[src/rtl/inst_fetch_ctrl.sv]
// Fetch-stage controller: owns the fetch PC, runs one
// outstanding fetch on the SRAM-like bus, hands insts to IF/ID.
//
// Ports:
//   clk, rst             clock, sync active-high reset
//   if_stall_i           IF/ID not accepting this cycle
//   branch_flag_i        ID taken branch/jump
//   branch_target_i      branch/jump target
//   flush_i, flush_pc_i  exception/eret flush and its target
//   inst_req/inst_addr   bus request and fetch address
//   inst_addr_ok         bus accepted the address
//   inst_data_ok         bus returns inst_rdata
//   if_valid_o           if_pc_o/if_inst_o valid for IF/ID
//   stallreq_o           no instruction available (REQ/WAIT)
module inst_fetch_ctrl #(
  parameter int ADDR_W = 32,
  parameter int DATA_W = 32,
  parameter logic [ADDR_W-1:0] RESET_PC = '0
) (
  input  logic              clk,
  input  logic              rst,
  input  logic              if_stall_i,
  input  logic              branch_flag_i,
  input  logic [ADDR_W-1:0] branch_target_i,
  input  logic              flush_i,
  input  logic [ADDR_W-1:0] flush_pc_i,
  output logic              inst_req,
  output logic [ADDR_W-1:0] inst_addr,
  input  logic              inst_addr_ok,
  input  logic              inst_data_ok,
  input  logic [DATA_W-1:0] inst_rdata,
  output logic              if_valid_o,
  output logic [ADDR_W-1:0] if_pc_o,
  output logic [DATA_W-1:0] if_inst_o,
  output logic              stallreq_o
);

  typedef enum logic [1:0] {
    S_RST, S_REQ, S_WAIT, S_VALID
  } state_e;

  state_e            state_q, state_d;
  logic [ADDR_W-1:0] addr_q, addr_d;
  logic [ADDR_W-1:0] pc_q, pc_d;
  logic [DATA_W-1:0] inst_q, inst_d;
  logic              br_pend_q, br_pend_d;
  logic [ADDR_W-1:0] br_tgt_q, br_tgt_d;
  logic              cancel_q, cancel_d;
  logic [ADDR_W-1:0] fl_pc_q, fl_pc_d;
  logic              resp;

  always_ff @(posedge clk) begin
    if (rst) begin
      state_q   <= S_RST;
      addr_q    <= RESET_PC;
      pc_q      <= '0;
      inst_q    <= '0;
      br_pend_q <= 1'b0;
      br_tgt_q  <= '0;
      cancel_q  <= 1'b0;
      fl_pc_q   <= '0;
    end else begin
      state_q   <= state_d;
      addr_q    <= addr_d;
      pc_q      <= pc_d;
      inst_q    <= inst_d;
      br_pend_q <= br_pend_d;
      br_tgt_q  <= br_tgt_d;
      cancel_q  <= cancel_d;
      fl_pc_q   <= fl_pc_d;
    end
  end

  // A response counts in WAIT, or in REQ when it
  // arrives together with addr_ok.
  assign resp = inst_data_ok &&
    (state_q == S_WAIT ||
     (state_q == S_REQ && inst_addr_ok));

  always_comb begin
    state_d   = state_q;
    addr_d    = addr_q;
    pc_d      = pc_q;
    inst_d    = inst_q;
    br_pend_d = br_pend_q;
    br_tgt_d  = br_tgt_q;
    cancel_d  = cancel_q;
    fl_pc_d   = fl_pc_q;

    // The in-flight/held fetch is the delay slot, so a
    // branch only records the redirect.
    if (flush_i) begin
      br_pend_d = 1'b0;
    end else if (branch_flag_i) begin
      br_pend_d = 1'b1;
      br_tgt_d  = branch_target_i;
    end

    case (state_q)
      S_RST: begin
        state_d = S_REQ;
        if (flush_i) addr_d = flush_pc_i;
      end
      S_REQ, S_WAIT: begin
        // Outstanding handshake must finish; remember
        // to drop its data and where to go next.
        if (flush_i) begin
          cancel_d = 1'b1;
          fl_pc_d  = flush_pc_i;
        end
        if (state_q == S_WAIT || inst_addr_ok)
          state_d = S_WAIT;
        if (resp) begin
          if (flush_i || cancel_q) begin
            state_d   = S_REQ;
            cancel_d  = 1'b0;
            br_pend_d = 1'b0;
            addr_d    = flush_i ? flush_pc_i : fl_pc_q;
          end else begin
            state_d = S_VALID;
            pc_d    = addr_q;
            inst_d  = inst_rdata;
          end
        end
      end
      S_VALID: begin
        if (flush_i) begin
          state_d = S_REQ;
          addr_d  = flush_pc_i;
        end else if (!if_stall_i) begin
          state_d   = S_REQ;
          br_pend_d = 1'b0;
          if (branch_flag_i)
            addr_d = branch_target_i;
          else if (br_pend_q)
            addr_d = br_tgt_q;
          else
            addr_d = pc_q + ADDR_W'(4);
        end
      end
      default: state_d = S_RST;
    endcase
  end

  always_comb begin
    inst_req   = (state_q == S_REQ);
    if_valid_o = (state_q == S_VALID);
    stallreq_o = (state_q == S_REQ) ||
                 (state_q == S_WAIT);
  end

  assign inst_addr = addr_q;
  assign if_pc_o   = pc_q;
  assign if_inst_o = inst_q;

endmodule

[config.mk]
export PLATFORM = sky130hd
export DESIGN_NAME = inst_fetch_ctrl
export DESIGN_NICKNAME = d
export VERILOG_FILES = /design/src/rtl/inst_fetch_ctrl.sv
export SDC_FILE = /design/constraint.sdc
export NUM_CORES = 1
export LEC_CHECK = 0
export BUFFER_PORTS_ARGS = -buffer_cell sky130_fd_sc_hd__buf_2
export CORE_MARGIN = 2
export CORE_UTILIZATION = 35
export CTS_CLUSTER_DIAMETER = 50
export DETAILED_ROUTE_END_ITERATION = 8
export GPL_ROUTABILITY_DRIVEN = 0
export PLACE_DENSITY = 0.59
export SLEW_MARGIN = 20
export SYNTH_ARGS = -nofsm -noshare
export SYNTH_HDL_FRONTEND = slang
export SYNTH_SLANG_ARGS = --single-unit
[constraint.sdc]
create_clock -name clk -period 5.4 [get_ports clk]
set_input_delay 0.81 -clock clk [delete_from_list [all_inputs] [get_ports clk]]
set_output_delay 0.81 -clock clk [all_outputs]
set_load 0.03 [all_outputs]
==> flow_summary.json, run 1 <==
{
  "fin_crit_sh_pct": 55.2,
  "synthFlopType": "dfxtp_1",
  "cts_tree": "done",
  "syn_avg_cell_area_um2": 7.67,
  "crit_required_ns": 5.73,
  "slew-limit-headroom_pct": 43.0,
  "min_path_type": "flop to flop",
  "overflow": 0,
  "yosysWarnings": 0,
  "top_layer": "met4",
  "floorplan.die_area_mm2": 0.0248,
  "wl_per_cell_um": 18.4,
  "crit_path_max_fanout": 51,
  "antenna_cells": 0,
  "die_h_um": 158,
  "power_mw": 4.68,
  "grt_pass1_vias": 7452,
  "crit_cells": 7,
  "areaGrowthSynthToFinish_pct": 21.0,
  "fmax_mhz": 335,
  "critPathCaptureType": "flop",
  "run_status": "completed",
  "synthArstFlopShare_pct": 0,
  "synth-seq-cells": 164,
  "viasPerCell": 5.38,
  "drv_slew": 0,
  "fin_area_mm2": 0.00999,
  "fin_tns_setup_ns": 0,
  "setup_viol": 0,
  "p_per_area_mw_per_mm2": 469,
  "multi_input_area_mm2": 0.00452,
  "cts_buffers": 17,
  "port_buffers": 201,
  "cellLeakagePower_nw": 3.95,
  "boundaryPins": 202,
  "seqCellArea_mm2": 0.00328,
  "critical_path.top_delay_family": "simple AND/OR/NAND/NOR gates",
  "cts.clk_slew.worst_paths_ns": 0.07,
  "num_rows": 56,
  "wl_met2_mm": 12.2,
  "tightest_slew_ns": 0.855,
  "hold_depth": 2,
  "vias": 8358,
  "start_util_pct": 35.4,
  "htree_levels": 4,
  "slowest_stage": "nor2_2",
  "ant_nets": 0,
  "cts.sinks": 164,
  "cap_violations": 0,
  "crit_type": "primary input to flop",
  "syn_inst": 1076,
  "skew_ns": 0.00990,
  "cp-startpoint": "flush_i",
  "nNetsFinal": 1330,
  "die_width_um": 158,
  "ys_types": 70,
  "setup.worst_path.start_class": "primary input",
  "dpl-instance-area_mm2": 0.00937,
  "post_cts_resized": 0,
  "path_cells": "buf_2 -> buf_4 -> nor2_1 -> nor2_2 -> buf_4 -> nand4_1 -> o32ai_1",
  "drc_errors": 0,
  "cpMostUsedCell": "buf_4",
  "design.core.area_mm2": 0.0233,
  "worstPathArrival_ns": 3.32,
  "endpoint": "inst_addr[30]$_SDFFE_PP0P_",
  "wl_met3_mm": 2.25,
  "syn_area_mm2": 0.00825,
  "drive_gt1_share_pct": 23.2,
  "cts_root_buf": "clkbuf_16",
  "r2r_start": "state_q[0]$_SDFFE_PP0P_",
  "wirelength_met1_mm": 13.6,
  "grt_max_degree": 93,
  "synth_edf_count": 0,
  "ir_drop_mv": 0.425,
  "wl_mm": 28.6,
  "reg2reg_to": "inst_addr[30]$_SDFFE_PP0P_",
  "grt_pass1_wl_mm": 43.3,
  "clk_latency_ns": 0.43,
  "r2r_cells": 8,
  "hpwl_mm": 19.7,
  "nFillCells": 2442,
  "clockBufferDepth": 2,
  "antenna_found_initial": 0,
  "period_needed_ns": 2.98,
  "postCtsSetupBuffers": 0,
  "ctsHoldBuffers": 0,
  "final-hold-violation-count": 0,
  "syn_nets": 1185,
  "slowest_delay_ns": 0.67,
  "rsz0062_at_grt": "false",
  "r2r_setup_slack_ns": 2.47,
  "firstDrtPassIters": 6,
  "track_usage_pct": 22.6,
  "worst-path-buf-inv": 3,
  "dr.first_iter.drc_count": 734,
  "yosysSeqAreaShare_pct": 39.8
}
==> worst reg2reg max path, stage by stage, from the launching register on <==
cell and delay, ns:
dfxtp_1 0.34, ha_1 0.20, buf_4 0.24, a21oi_1 0.21, nor2_1 0.17, nor2_2 0.67
buf_4 0.41, nand4_1 0.24, o32ai_1 0.36
==> worst min path at each step <==
stage                                          start                          to  slack, ns
after global placement     br_tgt_q[26]$_SDFFE_PP0P_   br_tgt_q[26]$_SDFFE_PP0P_       0.44
after detailed placement   if_inst_o[2]$_SDFFE_PP0P_   if_inst_o[2]$_SDFFE_PP0P_       0.44
after floorplan             br_tgt_q[7]$_SDFFE_PP0P_    br_tgt_q[7]$_SDFFE_PP0P_       0.43
after CTS                  if_inst_o[2]$_SDFFE_PP0P_   if_inst_o[2]$_SDFFE_PP0P_       0.45
final                     if_inst_o[19]$_SDFFE_PP0P_  if_inst_o[19]$_SDFFE_PP0P_       0.45
after global routing       br_tgt_q[26]$_SDFFE_PP0P_   br_tgt_q[26]$_SDFFE_PP0P_       0.46
==> sequential cells by signal (all words and copies together), names as in the netlist <==
name	cells
if_pc_o	32
fl_pc_q	32
cancel_q	1
if_inst_o	32
br_pend_q	1
state_q	2
inst_addr	32
br_tgt_q	32
==> kinds of logic after synthesis <==
logic type	after synthesis	synth area share, %
and+or+nand+nor	456	25.0
AOI/OAI and AO/OA	311	23.9
DFF	164	39.8
buffers and inverters	99	5.62
muxes	25	3.27
xor gates and xnor gates	15	1.59
adders and majority gates	6	0.909
==> cell usage after synthesis, drive strengths merged, types with 5 or more instances <==
master | n | area, um^2
a211oi | 24 | 180
o31ai | 5 | 37.5
nand3 | 14 | 70.1
nor4 | 11 | 83.8
nand2b | 7 | 43.8
mux2 | 16 | 180
inv | 9 | 33.8
nand4 | 12 | 103
ha | 6 | 75.1
a2111oi | 8 | 71.3
buf | 15 | 86.3
nor3b | 9 | 67.6
xor2 | 7 | 61.3
nor2b | 11 | 68.8
mux2i | 9 | 90.1
dfxtp | 164 | 3280
o22ai | 5 | 31.3
nor2 | 41 | 156
and4 | 6 | 53.8
nor3 | 29 | 145
nand2 | 298 | 1120
a21oi | 152 | 761
clkbuf | 75 | 344
o21ai | 33 | 165
o32ai | 10 | 95.1
a22o | 20 | 175
a221oi | 8 | 70.1
o31a | 8 | 71.3
xnor2 | 8 | 70.1
==> stage by stage <==
stage	hold WS, ns	cells	setup slack, ns	util, %
floorplan	0.432	1076	3.15	-
global placement	0.438	1521	2.14	40.1
detailed placement	0.444	1521	2.03	40.1
CTS	0.453	1553	2.46	42.8
global route	0.464	1553	2.25	42.8
finish	0.451	1553	2.42	42.8
==> per-layer routing <==
metal | up-vias | GRT usage [%]
li1 | 4093 | -
met1 | 3894 | 32.5
met2 | 336 | 33.7
met3 | 35 | 5.12
met5 | - | 0
met4 | 0 | 6.45
==> power by group <==
part           internal, mW  switching [mW]
clock                 0.744           0.562
combinational         0.568            1.22
sequential             1.41           0.185
total                  2.72            1.97
==> layout make-up <==
| class | count | area share (%) |
|---|---|---|
| Clock buffer | 17 | 4.26 |
| Clock inverter | 15 | 1.95 |
| Inverter | 9 | 0.338 |
| Multi-Input combinational cell | 813 | 45.2 |
| Sequential cell | 164 | 32.9 |
| Tap cell | 319 | 4.00 |
| Timing Repair Buffer | 216 | 11.3 |
==> layout by cell type (no fill, tap or decap), types with 10 or more instances in the layout <==
master / instances
o21ai_0: 33
buf_4: 15
buf_2: 200
a22o_1: 20
clkbuf_16: 17
a211oi_1: 24
nor2b_1: 10
a21oi_1: 152
nand3_1: 13
mux2_2: 16
dfxtp_1: 164
nand2_1: 298
nor4_1: 10
nor2_1: 39
nor3_1: 29
No activity file was read; power rests on OpenSTA's default activity.
==> run 2, diff against run 1 <==
- ABC_AREA: unset -> 1
- clock period: 5.4 -> 2.9 ns (I/O delays scaled with it)
==> run 2 against run 1 <==
Area after synthesis shrank 0.12%. Setup slack lost 1.8 ns. Non-clock buffer count grew 3. Count of clock-buffer cells in the layout grew 2.
==> flow_summary.json, run 2 <==
{
  "drc_errors": 0,
  "fmax_mhz": 447,
  "grt_pass1_vias": 7721,
  "firstDrtPassIters": 5,
  "port_buffers": 201,
  "floorplan.die_area_mm2": 0.0248,
  "synthAdderAreaFrac_pct": 0.911,
  "p_int_mw": 5.15,
  "yosys-top-cells-count": "275 x nor2_1, 251 x nand2_1, 164 x dfxtp_1",
  "die_width_um": 157,
  "power_frac_comb_pct": 39.8,
  "p_per_area_mw_per_mm2": 904,
  "ys_types": 37,
  "crit_path_max_fanout": 23,
  "yosysTopAreaCellShare_pct": 39.8,
  "cts.clk_slew.worst_paths_ns": 0.07,
  "crit_required_ns": 2.47,
  "yosysTopAreaCell": "dfxtp_1",
  "areaGrowthSynthToFinish_pct": 22.3,
  "fin_ws_ns": 0.663,
  "syn_inst": 1261,
  "syn_avg_cell_area_um2": 6.54,
  "postCtsSetupBuffers": 0,
  "wl_mm": 29.1,
  "wirelength_met1_mm": 13.6,
  "hold-worst-slack_ns": 0.247,
  "synth_compound_area_share_pct": 18.0,
  "slowest_delay_ns": 0.38,
  "final_common_cell": "nor2_1",
  "synthFlopType": "dfxtp_1",
  "ir_drop_mv": 0.519,
  "synth-simple-area-share_pct": 33.5,
  "ys_top_cells_by_area": "dfxtp_1 40%, nor2_1 13%, nand2_1 11%, o21ai_0 7.7%, a21oi_1 6.6%",
  "overflow": 0,
  "wl_met3_mm": 1.86,
  "min_path_type": "primary input to flop",
  "hold_depth": 3,
  "cts_root_buf": "clkbuf_16",
  "clockBufferDepth": 2,
  "dr.first_iter.drc_count": 876,
  "power_mw": 9.12,
  "muxShareOfSynthArea_pct": 0,
  "critical_path.top_delay_family": "buffers and inverters",
  "syn_nets": 1370,
  "cap_violations": 0,
  "slew-limit-headroom_pct": 38.8,
  "cts_buffers": 17,
  "yosysWarnings": 0,
  "hpwl_mm": 20.8,
  "fin_tns_setup_ns": 0,
  "switchingPower_mw": 3.96,
  "design.core.area_mm2": 0.0233,
  "clk_latency_ns": 0.44,
  "ant_nets": 0,
  "post_cts_resized": 0,
  "cellLeakagePower_nw": 4.38,
  "path_cells": "inv_1 -> ha_1 -> buf_4 -> buf_2",
  "synth-seq-cells": 164,
  "wl_per_cell_um": 16.5,
  "power_frac_clock_pct": 25.7,
  "run_status": "completed",
  "pre_cts_ws_ns": 0.735,
  "period_needed_ns": 2.24,
  "tightest_slew_ns": 0.918,
  "yosysSeqAreaShare_pct": 39.8,
  "die_h_um": 157,
  "mostFrequentLayoutCells": "275 x nor2_1, 251 x nand2_1, 201 x buf_2",
  "sw_frac_of_total_pct": 43.5,
  "cts_tree": "done",
  "synth_xor_area_share_pct": 0.212,
  "cts.sinks": 164,
  "setup.worst_path.start_class": "flop",
  "seqPwrFrac_pct": 34.5,
  "antenna_found_initial": 0,
  "htree_levels": 4,
  "wl_met2_mm": 13.1,
  "grt_max_degree": 79,
  "num_rows": 56,
  "top_layer": "met4",
  "track_usage_pct": 23.0,
  "r2r_cells": 9,
  "start_util_pct": 35.4,
  "worstPathArrival_ns": 1.80,
  "vias": 8707,
  "crit_cells": 4,
  "ctsHoldBuffers": 0,
  "final-hold-violation-count": 0,
  "antenna_cells": 0,
  "slowest_stage": "dfxtp_1",
  "skew_ns": 0.0117,
  "fin_crit_sh_pct": 77.1,
  "boundaryPins": 202,
  "drv_slew": 0,
  "drive_gt1_share_pct": 20.7,
  "synthArstFlopShare_pct": 0,
  "synth_top_family_by_area": "simple AND/OR/NAND/NOR gates",
  "crit_type": "flop to primary output",
  "synth.most_common_cell": "nor2_1",
  "grt_pass1_wl_mm": 43.6,
  "setup_viol": 0,
  "synth_edf_count": 0,
  "syn_area_mm2": 0.00824,
  "rsz0062_at_grt": "false",
  "nNetsFinal": 1534,
  "critPathCaptureType": "primary output",
  "worst-path-buf-inv": 3,
  "viasPerCell": 4.96
}
## run 2: cell types whose count changed after synthesis, moves of 11 or more
cell	before	now
a21oi_1	152	108
nor2_1	40	275
o21ai_0	33	127
inv_1	9	68
buf_2	9	20
nand3_1	14	57
clkbuf_1	67	43
or2_2	0	12
nor3_1	29	42
mux2_2	16	0
nand2_1	298	251
nor2b_1	11	0
a22o_1	20	0
## run 2: area by class of cell
| class | instances | area, um^2 |
|---|---|---|
| clock buffer | 19 | 453 |
| clock inverter | 13 | 146 |
| fill | 2528 | 13200 |
| inverter | 78 | 293 |
| multi-input combinational | 945 | 4330 |
| sequential | 164 | 3280 |
| tap | 319 | 399 |
| timing repair buffer | 219 | 1180 |
## run 2: power groups by stage
stage | clock, mW | combinational, mW | sequential (mW)
floorplan | 0 | 2.07 | 3.58
finish | 2.34 | 3.63 | 3.15
global route | 2.46 | 4.02 | 3.20
CTS | 2.37 | 3.63 | 3.14
detailed placement | 0 | 3.61 | 3.19
global placement | 0 | 3.59 | 3.18
## run 2: routing by layer
metal	vias up	GRT usage, %
li1	4427	-
met1	3931	32.1
met2	321	36.7
met3	28	3.50
met4	0	6.80
met5	-	0
## run 2: final timing paths
kind / from / slack, ns / endpoint
max: state_q[0]$_SDFFE_PP0P_ / 0.66 / stallreq_o
min reg2reg: fl_pc_q[9]$_SDFFE_PP0N_ / 0.46 / fl_pc_q[9]$_SDFFE_PP0N_
max reg2reg: state_q[0]$_SDFFE_PP0P_ / 0.76 / inst_addr[4]$_SDFFE_PP0P_
min: inst_rdata[30] / 0.25 / if_inst_o[30]$_SDFFE_PP0P_
## run 2: worst register-to-register path: stages, from the launching register on
cell	delay [ns]
dfxtp_1	0.38
ha_1	0.49
nand2_1	0.17
inv_1	0.08
o21ai_0	0.06
nand2_1	0.11
buf_4	0.41
a31oi_1	0.09
o21ai_1	0.10
a21oi_1	0.08
## run 2: metrics by stage
| step | cell area (um^2) | util [%] | cells |
|---|---|---|---|
| 6_report | 10100 | 43.4 | 1757 |
| 5_1_grt | 10100 | 43.4 | 1757 |
| 4_1_cts | 10100 | 43.4 | 1757 |
| 3_5_place_dp | 9490 | 40.8 | 1725 |
| 3_3_place_gp | 9490 | 40.8 | 1725 |
| 2_1_floorplan | 8240 | - | 1261 |
## run 2: logic make-up after synthesis
group / after synthesis
fa+ha+maj: 6
simple gates: 662
xor+xnor: 2
compound gates: 275
buf+inv: 152
flops: 164
==> run 3, diff against run 2 <==
- ABC_AREA: 1 -> 0
- clock period: 2.9 -> 2.31 ns (I/O delays scaled with it)
==> run 3 against run 2 <==
Global-route usage grew 0.26 points. Register-to-register slack lost 0.60 ns. Setup slack lost 0.51 ns. Critical endpoint is now inst_addr[29]$_SDFFE_PP0P_. Largest power group unchanged. Routed wire length grew 0.42%. First-iteration DRC count shrank 9.5%. Clock power grew 26%. Die area grew 0.12%. Core utilization grew 1.1 points. Combinational power grew 29%.
==> flow_summary.json, run 3 (synthesis gave the netlist of run 1 again) <==
{
  "run_status": "completed",
  "crit_path_max_fanout": 14,
  "min_path_type": "primary input to flop",
  "areaGrowthSynthToFinish_pct": 25.8,
  "die_width_um": 158,
  "dpl-instance-area_mm2": 0.00976,
  "cts.sinks": 164,
  "dpl.cell_count": 1557,
  "cts_tree": "done",
  "multi_input_area_mm2": 0.00453,
  "htree_levels": 4,
  "mostFrequentLayoutCells": "298 x nand2_1, 200 x buf_2, 164 x dfxtp_1",
  "crit_type": "flop to flop",
  "ir_drop_mv": 0.643,
  "reg2reg_to": "inst_addr[29]$_SDFFE_PP0P_",
  "nFillCells": 2413,
  "cap_violations": 0,
  "critPathCaptureType": "flop",
  "design.core.area_mm2": 0.0233,
  "rsz0062_at_grt": "false",
  "slew-limit-headroom_pct": 65.0,
  "start_util_pct": 35.4,
  "fin_cells": 1590,
  "boundaryPins": 202,
  "dr.first_iter.drc_count": 793,
  "hpwl_mm": 20.6,
  "endpoint": "inst_addr[29]$_SDFFE_PP0P_",
  "hold-worst-slack_ns": 0.138,
  "fin_ws_ns": 0.158,
  "cp-startpoint": "state_q[0]$_SDFFE_PP0P_",
  "cts_root_buf": "clkbuf_16",
  "tightest_slew_ns": 0.520,
  "drive_gt1_share_pct": 25.4,
  "cellLeakagePower_nw": 4.17,
  "grt_pass1_vias": 7719,
  "skew_ns": 0.00902,
  "nNetsFinal": 1366,
  "antenna_found_initial": 2,
  "die_h_um": 158,
  "seqCellArea_mm2": 0.00328,
  "wl_per_cell_um": 18.4,
  "final_common_cell": "nand2_1",
  "drv_slew": 0,
  "grt_max_degree": 76,
  "clockBufferDepth": 2,
  "overflow": 0,
  "worstPathArrival_ns": 2.49,
  "track_usage_pct": 23.3,
  "drc_errors": 0,
  "cts_buffers": 17,
  "fmax_mhz": 465,
  "ant_nets": 0,
  "p_per_area_mw_per_mm2": 1090,
  "num_rows": 56,
  "setup_viol": 0,
  "vias": 8505,
  "final-hold-violation-count": 0,
  "viasPerCell": 5.35,
  "r2r_setup_slack_ns": 0.16,
  "firstDrtPassIters": 5,
  "fin_tns_setup_ns": 0,
  "r2r_start": "state_q[0]$_SDFFE_PP0P_",
  "wl_mm": 29.2,
  "grt_pass1_wl_mm": 44.7,
  "r2r_cells": 8,
  "fin_area_mm2": 0.0104,
  "crit_required_ns": 2.65,
  "pre_cts_ws_ns": 0.118,
  "cts.clk_slew.worst_paths_ns": 0.08,
  "port_buffers": 201,
  "setup.worst_path.start_class": "flop",
  "floorplan.die_area_mm2": 0.0248,
  "fin_crit_sh_pct": 93.2,
  "period_needed_ns": 2.15,
  "clk_latency_ns": 0.44
}
==> run 3: changes by cell type in the layout (fill, tap and decap cells not counted), sizes merged, moves of 20 or more <==
cell   before  now
o21ai     131   33
nand3      58   14
buf       219  252
a22o        0   20
nand2     260  298
nor2      286   41
a21oi     111  152
inv        81   18
==> run 3: worst min-delay path by stage <==
stage / startpoint / to / cells after the start / slack, ns
2_1_floorplan: br_tgt_q[7]$_SDFFE_PP0P_ / br_tgt_q[7]$_SDFFE_PP0P_ / 2 / 0.43
6_report: inst_rdata[14] / if_inst_o[14]$_SDFFE_PP0P_ / 3 / 0.14
5_1_grt: inst_rdata[27] / if_inst_o[27]$_SDFFE_PP0P_ / 3 / 0.12
3_3_place_gp: br_tgt_q[23]$_SDFFE_PP0P_ / br_tgt_q[23]$_SDFFE_PP0P_ / 2 / 0.44
3_5_place_dp: br_tgt_q[14]$_SDFFE_PP0P_ / br_tgt_q[14]$_SDFFE_PP0P_ / 2 / 0.44
4_1_cts: inst_rdata[14] / if_inst_o[14]$_SDFFE_PP0P_ / 3 / 0.13
==> run 3: timing repair <==
action,in CTS,in global routing
setup endpoints to repair,0,2
hold buffers,0,0
resized for setup,0,2
hold endpoints to repair,0,0
setup buffers,0,0
==> run 3: layout make-up <==
cell class	instances	share of cell area [%]
Antenna cell	1	0.0241
Clock inverter	15	1.76
Timing Repair Buffer	252	14.7
Tap cell	319	3.84
Inverter	9	0.325
Multi-Input combinational cell	813	43.6
Sequential cell	164	31.6
Clock buffer	17	4.10
==> run 3: per-layer routing <==
layer  wire length, um  track usage (%)  up-vias
li1                  -                -     4171
met5                13                0        -
met1             13800             34.2     3963
met2             12500             34.2      332
met4               499             5.93        2
met3              2360             5.37       37
==> run 3: stage by stage <==
stage / power (mW) / util, %
after floorplan: 6.63 / -
after global placement: 8.32 / 41.8
after detailed placement: 8.35 / 41.8
after CTS: 11.3 / 44.4
after global routing: 11.9 / 44.5
final: 11.3 / 44.5
==> run 3: power by group <==
group,total (mW),internal (mW),switching [mW]
Sequential,3.68,3.28,0.397
Clock,2.95,1.56,1.39
Combinational,4.68,1.66,3.02
==> run 3: worst max-delay path: stages (launching register included) <==
cell	delay, ns
dfxtp_1	0.38
inv_1	0.10
ha_1	0.35
o21a_1	0.14
buf_4	0.15
nor2_2	0.15
buf_4	0.24
nand4_1	0.21
o32ai_1	0.35
